$ cat config.mk
export PLATFORM = sky130hd
export DESIGN_NAME = ram8_port_ctrl_flat
export DESIGN_NICKNAME = d
export VERILOG_FILES = /design/src/rtl/ram8_port_ctrl_pkg.sv /design/src/rtl/ram8_port_ctrl_if.sv /design/src/rtl/ram8_port_ctrl.sv /design/src/flat_wrapper.sv
export SDC_FILE = /design/constraint.sdc
export NUM_CORES = 1
export LEC_CHECK = 0
export CAP_MARGIN = 0
export CORE_MARGIN = 1.5
export CORE_UTILIZATION = 48
export DETAILED_ROUTE_END_ITERATION = 8
export PLACE_DENSITY = 0.8
export SLEW_MARGIN = 20
export SYNTH_ARGS = -nofsm -noshare
export SYNTH_HDL_FRONTEND = slang
export SYNTH_SLANG_ARGS = --single-unit
$ cat constraint.sdc
create_clock -name clk -period 2.8 [get_ports clk]
set_clock_uncertainty 0.2 [all_clocks]
set_input_delay 0.7 -clock clk [delete_from_list [all_inputs] [get_ports clk]]
set_output_delay 0.7 -clock clk [all_outputs]
set_load 0.02 [all_outputs]
$ cat src/rtl/ram8_port_ctrl_pkg.sv
// Shared definitions for the RAM8 port controller: default widths, request
// opcodes and controller state encodings.
package ram8_port_ctrl_pkg;

   localparam int DATA_W_DEF     = 16;
   localparam int ADDR_W_DEF     = 3;
   localparam int RAM_ADDR_W_DEF = 4;

   typedef enum logic [1:0] {
      OP_READ    = 2'b00,
      OP_WRITE   = 2'b01,
      OP_FILL    = 2'b10,
      OP_ILLEGAL = 2'b11
   } op_e;

   typedef enum logic [2:0] {
      ST_IDLE,
      ST_READ,
      ST_WRITE,
      ST_FILL,
      ST_RESP
   } state_e;

endpackage

$ cat src/rtl/ram8_port_ctrl_if.sv
// Request/response handshake bundle between a client (master) and the
// RAM8 port controller (slave).
interface ram8_port_ctrl_if #(
   parameter int DATA_W = 16,
   parameter int ADDR_W = 3
);
   logic              req_valid;
   logic              req_ready;
   logic [1:0]        req_op;
   logic [ADDR_W-1:0] req_addr;
   logic [DATA_W-1:0] req_data;
   logic              rsp_valid;
   logic              rsp_ready;
   logic [DATA_W-1:0] rsp_data;
   logic              rsp_err;

   modport master (
      output req_valid, req_op, req_addr, req_data, rsp_ready,
      input  req_ready, rsp_valid, rsp_data, rsp_err
   );

   modport slave (
      input  req_valid, req_op, req_addr, req_data, rsp_ready,
      output req_ready, rsp_valid, rsp_data, rsp_err
   );
endinterface

$ cat src/rtl/ram8_port_ctrl.sv
// Initiator-side controller for the 8x16 RAM8 block: turns read/write/fill
// requests into registered inp/load/addr sequences and returns one response each.
module ram8_port_ctrl
   import ram8_port_ctrl_pkg::*;
#(
   parameter int DATA_W     = DATA_W_DEF,
   parameter int ADDR_W     = ADDR_W_DEF,
   parameter int RAM_ADDR_W = RAM_ADDR_W_DEF
) (
   input  logic                  clk,
   input  logic                  rst_n,
   ram8_port_ctrl_if.slave       bus,
   output logic [DATA_W-1:0]     ram_inp,
   output logic                  ram_load,
   output logic [RAM_ADDR_W-1:0] ram_addr,
   input  logic [DATA_W-1:0]     ram_out
);

   localparam logic [ADDR_W-1:0] CNT_LAST = '1;

   state_e                  state_q;
   logic                    req_ready_q;
   logic                    rsp_valid_q;
   logic                    rsp_err_q;
   logic [DATA_W-1:0]       rsp_data_q;
   logic [DATA_W-1:0]       data_q;
   logic [ADDR_W-1:0]       cnt_q;
   logic [ADDR_W-1:0]       cnt_nxt;
   logic                    ram_load_q;
   logic [RAM_ADDR_W-1:0]   ram_addr_q;
   logic [DATA_W-1:0]       ram_inp_q;

   assign cnt_nxt = cnt_q + ADDR_W'(1);

   // NOTE: RAM pins are set up one edge early from registered state, so the
   // RAM never sees a combinational path from req_* and load drops on reset.
   always_ff @(posedge clk or negedge rst_n) begin
      if (!rst_n) begin
         state_q     <= ST_IDLE;
         req_ready_q <= 1'b1;
         rsp_valid_q <= 1'b0;
         rsp_err_q   <= 1'b0;
         rsp_data_q  <= '0;
         data_q      <= '0;
         cnt_q       <= '0;
         ram_load_q  <= 1'b0;
         ram_addr_q  <= '0;
         ram_inp_q   <= '0;
      end else begin
         unique case (state_q)
            ST_IDLE: begin
               if (bus.req_valid && req_ready_q) begin
                  req_ready_q <= 1'b0;
                  data_q      <= bus.req_data;
                  case (op_e'(bus.req_op))
                     OP_READ: begin
                        ram_addr_q <= RAM_ADDR_W'(bus.req_addr);
                        state_q    <= ST_READ;
                     end
                     OP_WRITE: begin
                        ram_addr_q <= RAM_ADDR_W'(bus.req_addr);
                        ram_inp_q  <= bus.req_data;
                        ram_load_q <= 1'b1;
                        state_q    <= ST_WRITE;
                     end
                     OP_FILL: begin
                        cnt_q      <= '0;
                        ram_addr_q <= '0;
                        ram_inp_q  <= bus.req_data;
                        ram_load_q <= 1'b1;
                        state_q    <= ST_FILL;
                     end
                     default: begin
                        rsp_data_q  <= '0;
                        rsp_err_q   <= 1'b1;
                        rsp_valid_q <= 1'b1;
                        state_q     <= ST_RESP;
                     end
                  endcase
               end
            end
            ST_READ: begin
               rsp_data_q  <= ram_out;
               rsp_err_q   <= 1'b0;
               rsp_valid_q <= 1'b1;
               state_q     <= ST_RESP;
            end
            ST_WRITE: begin
               ram_load_q  <= 1'b0;
               rsp_data_q  <= data_q;
               rsp_err_q   <= 1'b0;
               rsp_valid_q <= 1'b1;
               state_q     <= ST_RESP;
            end
            ST_FILL: begin
               if (cnt_q == CNT_LAST) begin
                  ram_load_q  <= 1'b0;
                  cnt_q       <= '0;
                  rsp_data_q  <= data_q;
                  rsp_err_q   <= 1'b0;
                  rsp_valid_q <= 1'b1;
                  state_q     <= ST_RESP;
               end else begin
                  cnt_q      <= cnt_nxt;
                  ram_addr_q <= RAM_ADDR_W'(cnt_nxt);
               end
            end
            ST_RESP: begin
               if (bus.rsp_ready) begin
                  rsp_valid_q <= 1'b0;
                  req_ready_q <= 1'b1;
                  state_q     <= ST_IDLE;
               end
            end
            default: state_q <= ST_IDLE;
         endcase
      end
   end

   assign bus.req_ready = req_ready_q;
   assign bus.rsp_valid = rsp_valid_q;
   assign bus.rsp_err   = rsp_err_q;
   assign bus.rsp_data  = rsp_data_q;
   assign ram_load      = ram_load_q;
   assign ram_addr      = ram_addr_q;
   assign ram_inp       = ram_inp_q;

endmodule

$ cat src/flat_wrapper.sv
// flat-port wrapper written by rule: the top's interface ports become plain ports
module ram8_port_ctrl_flat import ram8_port_ctrl_pkg::*;
#(
   parameter int DATA_W     = DATA_W_DEF,
   parameter int ADDR_W     = ADDR_W_DEF,
   parameter int RAM_ADDR_W = RAM_ADDR_W_DEF
)
  (clk, rst_n, ram_inp, ram_load, ram_addr, ram_out, bus_req_valid, bus_req_op, bus_req_addr, bus_req_data, bus_rsp_ready, bus_req_ready, bus_rsp_valid, bus_rsp_data, bus_rsp_err);
  ram8_port_ctrl_if #(.DATA_W(DATA_W), .ADDR_W(ADDR_W)) bus_i ();
  input  logic clk;
  input  logic rst_n;
  output logic [DATA_W-1:0] ram_inp;
  output logic ram_load;
  output logic [RAM_ADDR_W-1:0] ram_addr;
  input  logic [DATA_W-1:0] ram_out;
  input wire logic [$bits(bus_i.req_valid)-1:0] bus_req_valid;
  input wire logic [$bits(bus_i.req_op)-1:0] bus_req_op;
  input wire logic [$bits(bus_i.req_addr)-1:0] bus_req_addr;
  input wire logic [$bits(bus_i.req_data)-1:0] bus_req_data;
  input wire logic [$bits(bus_i.rsp_ready)-1:0] bus_rsp_ready;
  output wire logic [$bits(bus_i.req_ready)-1:0] bus_req_ready;
  output wire logic [$bits(bus_i.rsp_valid)-1:0] bus_rsp_valid;
  output wire logic [$bits(bus_i.rsp_data)-1:0] bus_rsp_data;
  output wire logic [$bits(bus_i.rsp_err)-1:0] bus_rsp_err;
  assign bus_i.req_valid = bus_req_valid;
  assign bus_i.req_op = bus_req_op;
  assign bus_i.req_addr = bus_req_addr;
  assign bus_i.req_data = bus_req_data;
  assign bus_i.rsp_ready = bus_rsp_ready;
  assign bus_req_ready = bus_i.req_ready;
  assign bus_rsp_valid = bus_i.rsp_valid;
  assign bus_rsp_data = bus_i.rsp_data;
  assign bus_rsp_err = bus_i.rsp_err;
  ram8_port_ctrl #(.DATA_W(DATA_W), .ADDR_W(ADDR_W), .RAM_ADDR_W(RAM_ADDR_W)) u_core (.clk(clk), .rst_n(rst_n), .bus(bus_i), .ram_inp(ram_inp), .ram_load(ram_load), .ram_addr(ram_addr), .ram_out(ram_out));
endmodule
# Word level (Yosys, flattened, before mapping)
# Index checks and enable logic that the tools add are counted.
[word_totals] ff_bits=62 inputBits=41 output_inout_bits=40
[op_classes] add_sub_neg=1 n_eq_ne=15 muxes=30 n_reduce_logical=23
[op_table] operator="$pmux W16 S4" n=1
[op_table] operator="$mux W16" n=3
[op_table] operator="$mux W3" n=6
[op_table] operator="$pmux W4 S2" n=2
[op_table] operator="$reduce_and A4 Y1" n=4
[op_table] operator="$pmux W3 S4" n=1
[op_table] operator="$reduce_and A3 Y1" n=4
[op_table] operator="$ne A2 B2 Y1 const B" n=5
[op_table] operator="$mux W1" n=9
[op_table] operator="$pmux W3 S3" n=1
[op_table] operator="$mux W4" n=2
[op_table] operator="$reduce_bool A4 Y1" n=2
[op_table] operator="$eq A3 B2 Y1 const B" n=2
[op_table] operator="$eq A3 B3 Y1 const B" n=2
[op_table] operator="$pmux W1 S3" n=2
[op_table] operator="$pmux W3 S2" n=1
[op_table] operator="$reduce_bool A3 Y1" n=2
[op_table] operator="$reduce_or A2 Y1" n=3
[op_table] operator="$reduce_and A5 Y1" n=1
[op_table] operator="$ne A2 B1 Y1 const B" n=2
[op_table] operator="$pmux W1 S4" n=1
[op_table] operator="$reduce_bool A2 Y1" n=2
[op_table] operator="$add A3 B1 Y3 const B" n=1
[op_table] operator="$eq A3 B1 Y1 const B" n=1
[op_table] operator="other kinds (9)" n=9

# Depth between registers and ports, before layout
[logic_depth] depth_word=5 ltp_mapped=7 ltp_nobuf=5

# Least setup slack after synthesis
# Ideal clock, no wire load.
[synth_timing] path_type="input to register" startpoint="input port bus_req_op[0]" endpoint="register u_core.rsp_data_q[10], in the netlist u_core.bus.rsp_data[10]" setup_time_ns=0.125 arrival_time_ns=2.086 required_ns=2.475 path_slack_ns=0.390 stages=5 n_path_buf=1 path_cell_list="ha_1 nand3_1 a211oi_2 buf_4 mux2_2"
[synth_via] elab_chain_len=4
[synth_rtl] element="from (decl)" line="flat_wrapper.sv:17" text="input wire logic [$bits(bus_i.req_op)-1:0] bus_req_op;"
[synth_rtl] element="$eq A2 B1 Y1 (tied with other cells)" line="ram8_port_ctrl.sv:55" text="case (op_e'(bus.req_op))"
[synth_rtl] element="$reduce_or A3 Y1 (no line) (*)"
[synth_rtl] element="$ne A2 B2 Y1 (no line) (*)"
[synth_rtl] element="$reduce_and A4 Y1 (no line) (*)"
[synth_rtl] element="to (signal assigned)" line="ram8_port_ctrl.sv:83" text="rsp_data_q <= ram_out;"
[synth_rtl] element="to (signal assigned)" line="ram8_port_ctrl.sv:90" text="rsp_data_q <= data_q;"
[synth_rtl] element="to (signal assigned)" line="ram8_port_ctrl.sv:99" text="rsp_data_q <= data_q;"
[synth_rtl] element="to (decl)" line="ram8_port_ctrl.sv:25" text="logic [DATA_W-1:0] rsp_data_q;"
# Mark *: on every way between the ends. The rest lies on a longest branch, timed or not.
# A chain may end at the register's enable or synchronous reset.

# Worst setup path after layout
[layout_timing] startpoint="register u_core.req_ready_q, in the netlist u_core.bus.req_ready" endpoint="output port bus_req_ready"
[layout_rtl] element="from (decl)" line="ram8_port_ctrl.sv:22" text="logic req_ready_q;"
[layout_rtl] element="from (signal assigned)" line="ram8_port_ctrl.sv:40" text="req_ready_q <= 1'b1;"
[layout_rtl] element="from (signal assigned)" line="ram8_port_ctrl.sv:53" text="req_ready_q <= 1'b0;"
[layout_rtl] element="from (signal assigned)" line="ram8_port_ctrl.sv:111" text="req_ready_q <= 1'b1;"
[layout_rtl] element="to (decl)" line="flat_wrapper.sv:21" text="output wire logic [$bits(bus_i.req_ready)-1:0] bus_req_ready;"
# No word-level cell between the ends.

==> results.toml <==
[global_route]
grt_util_all_layers = 0.226
top_usage_layer = "met2"
grtUsageMet3 = 0.0807
grtUsageMet2 = 0.366
antenna_found_initial = 0
grt_pass1_wl_um = 10800
grt_overflow_total = 0
grt_pass1_vias = 2189
grt_max_degree = 32
grt_use_met1 = 0.280

[place]
finalWeightedCongestion = 0.753
dpl.hpwl_um = 4690
place_ws_ns = 0.0519
io_buffers = 79

[logic_synthesis]
async_reset_ff_frac = 1.00
synth_xor_area_frac = 0
synth_area_per_cell_um2 = 12.3
synth_ff_type = "dfrtp_1"
syn-cell-area_mm2 = 0.00288
muxShareOfSynthArea = 0.198
synth_fp_nets = 281
yosys-top-cells-area = "dfrtp_1 52%, mux2_2 16%, nand3b_1 4.4%"
ys_seq_area_frac = 0.530
synth_edf_count = 0
synth_top_area_share = 0.521
ys_ff_latch = 61
synth_compound_area_frac = 0.0876
synth_fa_ha_area_frac = 0.0217
synthCells = 235
synth-simple-area-share = 0.118
synth_area_leader_cell = "dfrtp_1"
yosys.cell_types.count = 38
synth_top_family_by_area = "multiplexers"
yosysWarnings = 0

[hold_path]
holdPathEnd = "u_core.bus.rsp_valid"
min_path_cells = 1
min_path_type = "reg2reg"
min-delay-start = "u_core.bus.rsp_valid"

[critical_path]
regToRegStartpoint = "u_core.state_q[0]"
critPathSlowestCell = "clkdlybuf4s50_1"
path_cells = "clkdlybuf4s50_1"
max_stage_delay_ns = 0.61
crit_path_start = "u_core.bus.req_ready"
path_buf_inv = 1
worstPathRequired_ns = 1.90
crit_family = "buffers and inverters"
endpoint_kind = "output port"
r2r_end = "u_core.bus.rsp_data[13]"
crit_type = "reg2out"
path_max_fanout = 6
r2r_cells = 5
start_kind = "register"
timing.reg2reg.setup_slack_ns = 0.64
crit_arrival_ns = 1.53

[sta]
hold_viol = 0
post-route-min-period_ns = 2.43
tightest_slew_ns = 0.502
rsz0062_at_grt = "no"
drv_slew = 0
setup_tns_ns = 0
clock.fmax_mhz = 412
finalSetupViolCount = 0
timing.final.crit_share = 0.868
slew_headroom = 0.665
fin_ws_ns = 0.370

[clock_network]
clock_sinks = 61
clk_latency_ns = 0.34
clock-root-buffer = "clkbuf_8"
cts_resized = 0
htreeDepth = 3
cts_setup_buffers = 0
cts_buffer_depth = 2
cts_tree = "done"
clk_pin_slew_ns = 0.06
cts-buffers-inserted = 9

[drt]
wl_per_cell_um = 16.4
vias = 2145
drtIter0Drc = 87
via_per_inst = 5.36
drc = 0
antenna_left = 0
drt-total-wl_um = 6570
first_pass_iters = 4

[floorplan]
initial_core_util = 0.493
ioPinCount = 81
die_h_um = 80.5
die_w_um = 80.5
core_area_mm2 = 0.00585
core.rowCount = 28
die-area_mm2 = 0.00648

[power_and_ir_drop]
irDropWorstVdd_mv = 0.515
power_leakage_nw = 1.71
p_per_area_mw_per_mm2 = 1040

[layout]
final_common_cell = "clkdlybuf4s50_1"
layout.nets = 367
final_cell_mix = "78 x clkdlybuf4s50_1, 60 x dfrtp_1, 40 x mux2_2"
area_growth_pct = 37.7
antenna_cells = 0
drive_above_1_share = 0.243

[flow_run]
max_cap_viol_count = 0

[status]
outcome = "finished, final reports clean"
[kinds of logic (layout without fill, tap and decap cells)]
group | count (synthesis) | count (layout)
AND/OR/NAND/NOR | 57 | 57
AO/OA/AOI/OAI | 38 | 38
flip-flops | 61 | 61
adder cells (fa/ha/maj) | 5 | 5
buffers and inverters | 25 | 115
multiplexers | 48 | 48
other | 1 | 1
[report_power, final]
group          switching, mW  internal [mW]
combinational          0.853           1.03
sequential             0.263           1.30
clock                  0.337          0.337
total                   1.45           2.67
[area by class of cell]
class / instances / area, um2
fillers: 425 / 1880
flip-flops and latches: 61 / 1530
multi-input cells: 149 / 1230
repair buffers: 92 / 923
clock buffers: 11 / 141
well taps: 75 / 93.8
inverters: 8 / 30.0
clock inverters: 4 / 25.0
[timing repair]
| action | 4_1_cts | 5_1_grt |
|---|---|---|
| hold buffers | 1 | 0 |
| hold endpoints to repair | 3 | 0 |
| setup endpoints to repair | 0 | 0 |
[sequential cells by signal, summed over array words and instances, names as in the netlist]
name / flops
u_core.bus.rsp_data: 16
u_core.bus.rsp_err: 1
u_core.cnt_q: 3
u_core.bus.rsp_valid: 1
u_core.ram_inp: 16
u_core.ram_load: 1
u_core.state_q: 3
u_core.ram_addr: 3
u_core.bus.req_ready: 1
u_core.data_q: 16
[per-stage QoR]
step / power (mW) / util / std cells / hold WS [ns] / instance area (um2)
6_report: 4.12 / 0.679 / 400 / 0.274 / 3970
5_1_grt: 4.37 / 0.679 / 400 / 0.290 / 3970
4_1_cts: 4.16 / 0.679 / 400 / 0.280 / 3970
3_5_place_dp: 3.47 / 0.649 / 384 / 0.265 / 3790
3_3_place_gp: 3.40 / 0.649 / 384 / 0.260 / 3790
2_1_floorplan: 2.61 / - / 235 / 0.204 / 2880
[cells in the mapped netlist, types with 2 or more instances]
library cell	n
nand3_1	3
nand4bb_1	2
nor2_1	3
buf_2	2
dfrtp_1	60
a21o_1	2
o32ai_1	2
nand2_1	20
a21oi_1	18
a2bb2oi_1	4
buf_4	2
clkbuf_1	9
mux2_4	8
nor2b_1	4
o31ai_1	3
ha_1	5
nand3b_1	17
o311ai_0	2
mux2_2	40
o21ai_0	2
inv_1	8
buf_6	3
[how the worst max path moves through the flow]
| stage | end | slack [ns] | cells after the start |
|---|---|---|---|
| 2_1_floorplan | u_core.bus.rsp_data[10] | 0.39 | 5 |
| 3_3_place_gp | u_core.ram_inp[6] | 0.1 | 6 |
| 3_5_place_dp | u_core.ram_inp[8] | 0.05 | 6 |
| 4_1_cts | bus_req_ready | 0.35 | 1 |
| 5_1_grt | bus_req_ready | 0.30 | 1 |
| 6_report | bus_req_ready | 0.37 | 1 |
[routing by layer]
metal	share of wire	vias to the layer above	routed length, um
met1	0.43	1083	2840
met3	0.048	12	314
li1	-	1005	-
met2	0.50	45	3280
met4	0.021	0	136
met5	0	-	0
(Power assumes the default switching activity.)
